<file path="src/rtl/uart_pkg.sv">
// Shared UART definitions: receiver FSM encoding, default oversampling and the
// baud divider computation used by both the RX and TX sides.
`timescale 1ns / 1ps

package uart_pkg;

    localparam int unsigned OVERSAMPLE = 16;

    typedef enum logic [2:0] {
        StIdle,
        StStart,
        StData,
        StStop,
        StWaitHigh
    } rx_state_e;

    // Clocks per sample tick, truncated; never below 1 so the divider stays legal.
    function automatic int unsigned calc_div(input int unsigned clk_freq,
                                             input int unsigned baud,
                                             input int unsigned oversample);
        int unsigned d;
        d = clk_freq / (baud * oversample);
        return (d == 0) ? 1 : d;
    endfunction

endpackage

</file>
<file path="src/rtl/uart_rx_tick.sv">
// Free-running sample-tick divider: one s_tick every DIV clocks, restartable
// through a synchronous clear so ticks are phase-locked to the start edge.
`timescale 1ns / 1ps

module uart_rx_tick #(
    parameter int unsigned DIV = 27
) (
    input  logic clk,
    input  logic reset,
    input  logic clear,
    output logic s_tick
);

    localparam int unsigned CW = (DIV > 1) ? $clog2(DIV) : 1;
    localparam logic [CW-1:0] LAST = CW'(DIV - 1);

    logic [CW-1:0] cnt_q;

    // Count 0..DIV-1 and restart; clear restarts the phase immediately.
    always_ff @(posedge clk) begin
        if (reset || clear) begin
            cnt_q <= '0;
        end else if (cnt_q == LAST) begin
            cnt_q <= '0;
        end else begin
            cnt_q <= cnt_q + CW'(1);
        end
    end

    assign s_tick = (cnt_q == LAST) && !clear;

endmodule

</file>
<file path="src/rtl/uart_rx_ctrl.sv">
// 8N1 UART receiver with 16x oversampling. Synchronises the line, finds the
// start edge, samples each bit at its centre and reports a byte or a framing
// error through single-cycle registered strobes.
`timescale 1ns / 1ps

module uart_rx_ctrl #(
    parameter int unsigned CLK_FREQ   = 50_000_000,
    parameter int unsigned BAUD       = 115200,
    parameter int unsigned OVERSAMPLE = uart_pkg::OVERSAMPLE,
    parameter int unsigned DATA_BITS  = 8
) (
    input  logic                 clk_50M,
    input  logic                 reset,
    input  logic                 uart_rxd,
    output logic [DATA_BITS-1:0] read_value,
    output logic                 read_complete,
    output logic                 read_error,
    output logic                 busy
);

    import uart_pkg::*;

    localparam int unsigned DIV = calc_div(CLK_FREQ, BAUD, OVERSAMPLE);
    localparam int unsigned TW  = $clog2(OVERSAMPLE);
    localparam int unsigned BW  = $clog2(DATA_BITS + 1);

    localparam logic [TW-1:0] HALF_LAST = TW'(OVERSAMPLE / 2 - 1);
    localparam logic [TW-1:0] FULL_LAST = TW'(OVERSAMPLE - 1);
    localparam logic [BW-1:0] BIT_LAST  = BW'(DATA_BITS - 1);

    logic                 rx_meta_q, rx_s_q;
    rx_state_e            state_q, state_d;
    logic [TW-1:0]        tcnt_q, tcnt_d;
    logic [BW-1:0]        bcnt_q, bcnt_d;
    logic [DATA_BITS-1:0] shreg_q, shreg_d;
    logic [DATA_BITS-1:0] value_q, value_d;
    logic                 complete_q, complete_d;
    logic                 error_q, error_d;
    logic                 tick_clear;
    logic                 s_tick;

    uart_rx_tick #(
        .DIV (DIV)
    ) u_tick (
        .clk    (clk_50M),
        .reset  (reset),
        .clear  (tick_clear),
        .s_tick (s_tick)
    );

    // Two-flop synchroniser; resets to the idle (high) line level.
    always_ff @(posedge clk_50M) begin
        if (reset) begin
            rx_meta_q <= 1'b1;
            rx_s_q    <= 1'b1;
        end else begin
            rx_meta_q <= uart_rxd;
            rx_s_q    <= rx_meta_q;
        end
    end

    // State, counters, shift register and registered output strobes.
    always_ff @(posedge clk_50M) begin
        if (reset) begin
            state_q    <= StIdle;
            tcnt_q     <= '0;
            bcnt_q     <= '0;
            shreg_q    <= '0;
            value_q    <= '0;
            complete_q <= 1'b0;
            error_q    <= 1'b0;
        end else begin
            state_q    <= state_d;
            tcnt_q     <= tcnt_d;
            bcnt_q     <= bcnt_d;
            shreg_q    <= shreg_d;
            value_q    <= value_d;
            complete_q <= complete_d;
            error_q    <= error_d;
        end
    end

    // Next-state logic: sample at mid start bit, then once per bit period.
    always_comb begin
        state_d    = state_q;
        tcnt_d     = tcnt_q;
        bcnt_d     = bcnt_q;
        shreg_d    = shreg_q;
        value_d    = value_q;
        complete_d = 1'b0;
        error_d    = 1'b0;
        tick_clear = 1'b0;

        unique case (state_q)
            StIdle: begin
                if (!rx_s_q) begin
                    state_d    = StStart;
                    tcnt_d     = '0;
                    bcnt_d     = '0;
                    tick_clear = 1'b1;
                end
            end
            StStart: begin
                if (s_tick) begin
                    if (tcnt_q == HALF_LAST) begin
                        tcnt_d  = '0;
                        // A line that is high again at mid start bit was a glitch.
                        state_d = rx_s_q ? StIdle : StData;
                    end else begin
                        tcnt_d = tcnt_q + TW'(1);
                    end
                end
            end
            StData: begin
                if (s_tick) begin
                    if (tcnt_q == FULL_LAST) begin
                        tcnt_d  = '0;
                        shreg_d = {rx_s_q, shreg_q[DATA_BITS-1:1]};
                        bcnt_d  = bcnt_q + BW'(1);
                        if (bcnt_q == BIT_LAST) begin
                            state_d = StStop;
                        end
                    end else begin
                        tcnt_d = tcnt_q + TW'(1);
                    end
                end
            end
            StStop: begin
                if (s_tick) begin
                    if (tcnt_q == FULL_LAST) begin
                        tcnt_d = '0;
                        if (rx_s_q) begin
                            value_d    = shreg_q;
                            complete_d = 1'b1;
                            // Leaving at mid stop bit allows a zero idle gap.
                            state_d    = StIdle;
                        end else begin
                            error_d = 1'b1;
                            state_d = StWaitHigh;
                        end
                    end else begin
                        tcnt_d = tcnt_q + TW'(1);
                    end
                end
            end
            StWaitHigh: begin
                if (rx_s_q) begin
                    state_d = StIdle;
                end
            end
            default: begin
                state_d = StIdle;
            end
        endcase
    end

    assign read_value    = value_q;
    assign read_complete = complete_q;
    assign read_error    = error_q;
    assign busy          = (state_q != StIdle);

endmodule
</file>
<file path="config.mk">
export PLATFORM = sky130hd
export DESIGN_NAME = uart_rx_ctrl
export DESIGN_NICKNAME = d
export VERILOG_FILES = /design/src/rtl/uart_pkg.sv /design/src/rtl/uart_rx_tick.sv /design/src/rtl/uart_rx_ctrl.sv
export SDC_FILE = /design/constraint.sdc
export NUM_CORES = 1
export LEC_CHECK = 0
export ABC_CLOCK_PERIOD_IN_PS = 2790
export CAP_MARGIN = 10
export CORE_UTILIZATION = 50
export CTS_CLUSTER_SIZE = 24
export DETAILED_ROUTE_END_ITERATION = 7
export GPL_ROUTABILITY_DRIVEN = 1
export PLACE_DENSITY = 0.69
export SYNTH_ARGS = -nofsm -noshare
export SYNTH_HDL_FRONTEND = slang
export SYNTH_HIERARCHICAL = 1
export SYNTH_SLANG_ARGS = --single-unit
</file>
<file path="constraint.sdc">
create_clock -name clk_50M -period 2.79 [get_ports clk_50M]
set_input_delay 0.279 -clock clk_50M [delete_from_list [all_inputs] [get_ports clk_50M]]
set_output_delay 0.279 -clock clk_50M [all_outputs]
set_load 0.05 [all_outputs]
</file>
==> summary.json <==
{
  "layout": {
    "post_layout_instance_area_um2": 1770,
    "final_util_pct": 62.1,
    "flow.area_growth_from_synthesis_pct": 13.8,
    "layout_commonest_cell": "sky130_fd_sc_hd__dfxtp_1",
    "antenna-diode-count": 0,
    "most-common-layout-cells": "sky130_fd_sc_hd__dfxtp_1, sky130_fd_sc_hd__nor2_1, sky130_fd_sc_hd__mux2i_1, sky130_fd_sc_hd__clkdlybuf4s50_1, sky130_fd_sc_hd__nand2_1",
    "filler_cell_count": 258,
    "fraction_of_final_layout_cells_sized_beyond_drive_strength_1_pct": 8.74,
    "fin_cells": 214,
    "net_count_final": 189
  },
  "sta": {
    "slew_violations": 0,
    "achievable_freq_mhz": 430,
    "slew-limit-headroom_pct": 64.9,
    "setup_viol": 0,
    "final_hold_viol_count": 0,
    "rsz0062_at_grt": "no",
    "layout_worst_path_cycle_share_pct": 83.4,
    "worst_max_slew_pin_slew_ns": 0.525,
    "timing.setup.tns_ns": 0,
    "post-route-min-period_ns": 2.33,
    "fin_skew_ns": 0.00756
  },
  "worst_setup_path": {
    "criticalPathCategory": "reg2reg",
    "crit_path_max_fanout": 11,
    "crit_required_ns": 3.03,
    "start_of_the_worst_register_to_register_path": "state_q[2]$_SDFFE_PP0P_",
    "reg2reg_capture_point": "read_value[3]$_SDFFE_PP0P_",
    "end_kind": "flip-flop",
    "worstPathArrival_ns": 2.57,
    "crit_path_start_kind": "flip-flop",
    "r2r_slack_ns": 0.46,
    "reg2regPathDepth": 6
  },
  "global_route": {
    "grt_remaining_overflow": 0,
    "grt_max_degree": 17,
    "grt_pass1_vias": 1103,
    "grt_antenna_before_repair": 0,
    "grt_pass1_wl_um": 4800,
    "track_usage_pct": 19.1
  },
  "job": {
    "max_cap_viol_count": 0
  },
  "min_path": {
    "min_delay_worst_endpoint": "rx_s_q$_SDFF_PP1_",
    "hold_path_startpoint": "rx_meta_q$_SDFF_PP1_",
    "min_delay_path_depth": 1,
    "timing.hold.worst.class": "reg2reg"
  },
  "clock_network": {
    "cts_buffers": 5,
    "worst_skew_pair.late_latency_ns": 0.35,
    "clkSlewWorstSetupHoldPaths_ns": 0.10,
    "postCtsHoldBufs": 0,
    "ctsHtreeMaxLevel": 2,
    "cts_setup_buffers": 0,
    "clock_tree.buffer_depth": 2,
    "ctsRootBufferMaster": "sky130_fd_sc_hd__clkbuf_4",
    "cts.sink_count": 36,
    "cts_resized": 0,
    "clock_tree_from_tritoncts": "built"
  },
  "die": {
    "chipHeight_um": 57.8,
    "die-width_um": 57.8,
    "io_pins": 14,
    "core-area_um2": 2850,
    "floorplan.rows": 19,
    "die_area_um2": 3340,
    "initial_core_util_pct": 54.6
  },
  "logic_synthesis": {
    "synth_warnings": 6,
    "average_cell_area_after_synthesis_um2": 9.38,
    "async_flop_share_pct": 0,
    "synth_cell_type_count": 41,
    "synth_area_um2": 1560,
    "synth_enable_flop_cells": 0,
    "share_of_the_yosys_chip_area_belonging_to_registers_pct": 46.3,
    "dominantRegCellSynth": "sky130_fd_sc_hd__dfxtp_1",
    "syn_nets": 173,
    "synthCells": 166,
    "synth.ff_latch_count": 36
  },
  "route": {
    "postRouteWirelength_um": 2760,
    "route.antenna.remaining_nets": 0,
    "via_count": 1192,
    "vias_per_cell": 5.57,
    "drt_iter0_drc": 32,
    "post_drt_wl_per_cell_um": 12.9,
    "drcViolationCount": 1,
    "drt_pass1_iterations": 6
  },
  "power_and_ir_drop": {
    "static-leakage-power_nw": 0.766,
    "ir_drop_mv": 0.375,
    "powerDensity_nw_per_um2": 478
  },
  "placement": {
    "dp_hpwl_um": 2010,
    "replace_congestion": 0.852,
    "io_buffer_count": 13,
    "placedInstanceArea_um2": 1720,
    "dp.cells": 206
  },
  "run_status": {
    "failing_checks": "design-rule violations",
    "run_status": "finished, violations left"
  }
}
-- per-stage QoR --
stage	hold WS [ns]	setup WS (ns)	power, mW
6_report	0.418	0.463	0.848
5_1_grt	0.442	0.226	0.891
4_1_cts	0.421	0.449	0.857
3_5_place_dp	0.394	0.484	0.588
3_3_place_gp	0.392	0.541	0.586
2_1_floorplan	0.376	0.817	0.574
-- power by group --
group	leakage [nW]	internal (mW)	switching, mW
sequential	0.291	0.521	0.00709
combinational	0.440	0.0203	0.0270
clock	0.0349	0.0966	0.175
total	0.766	0.638	0.209
-- cell families (layout without fill, tap and decap cells) --
group | after synthesis | after routing | share of synthesized area (%)
mux | 16 | 16 | 10.3
xor+xnor | 6 | 6 | 3.38
buf+inv | 12 | 29 | 3.30
simple gates | 68 | 68 | 22.8
fa+ha+maj | 4 | 4 | 3.22
compound gates | 24 | 24 | 10.7
flops | 36 | 36 | 46.3
-- area by class of cell --
cell class | count | area, µm² | share of cell area, %
tap | 31 | 38.8 | 2.19
multi-input combinational | 118 | 785 | 44.3
clock inverter | 3 | 18.8 | 1.06
sequential | 36 | 721 | 40.7
clock buffer | 5 | 37.5 | 2.12
inverter | 5 | 18.8 | 1.06
timing repair buffer | 16 | 153 | 8.62
-- critical path, cell delays in order, from the launching register on --
cell                      delay [ns]
sky130_fd_sc_hd__dfxtp_1        0.59
sky130_fd_sc_hd__nor4_4         0.10
sky130_fd_sc_hd__nor2_1         0.34
sky130_fd_sc_hd__nand2_1        0.16
sky130_fd_sc_hd__or4b_1         0.73
sky130_fd_sc_hd__mux2i_1        0.23
sky130_fd_sc_hd__nor2_1         0.07
-- layer usage --
layer	share of wire [%]	up-vias	global-route usage (%)
li1	-	613	-
met1	48	553	23.3
met2	46	15	28.6
met3	3.6	11	7.14
met4	3.1	0	11.9
met5	0	-	0
-- worst max path at each step --
stage	from	end	slack, ns	cells past startpoint
after floorplan	u_tick/cnt_q[0]$_SDFF_PP0_	read_value[7]$_SDFFE_PP0P_	0.82	9
after global placement	state_q[2]$_SDFFE_PP0P_	read_value[5]$_SDFFE_PP0P_	0.54	6
after detailed placement	u_tick/cnt_q[0]$_SDFF_PP0_	read_value[3]$_SDFFE_PP0P_	0.48	8
after CTS	u_tick/cnt_q[0]$_SDFF_PP0_	read_value[2]$_SDFFE_PP0P_	0.45	8
after global routing	u_tick/cnt_q[0]$_SDFF_PP0_	read_value[4]$_SDFFE_PP0P_	0.23	8
final	state_q[2]$_SDFFE_PP0P_	read_value[3]$_SDFFE_PP0P_	0.46	6
-- synthesized netlist by cell type (all sizes together), types with 3 or more instances --
cell     n  area share (%)
a21oi    5             1.8
and3     3             1.2
buf      3             1.1
clkbuf   4            0.96
dfxtp   36              46
ha       4             3.2
inv      5             1.2
mux2i   16              10
nand2   11             3.0
nand3    7             2.3
nor2    30             7.2
o211ai   3             1.4
o21ai    5             1.6
or3      3             1.2
xnor2    4             2.3
-- state kept, by name, indices dropped and copies added, names as in the netlist --
signal	flops
read_value	8
shreg_q	8
u_tick/cnt_q	5
bcnt_q	4
tcnt_q	4
state_q	3
read_complete	1
read_error	1
rx_meta_q	1
rx_s_q	1
Note: power is estimated with default switching activity, not from simulation.
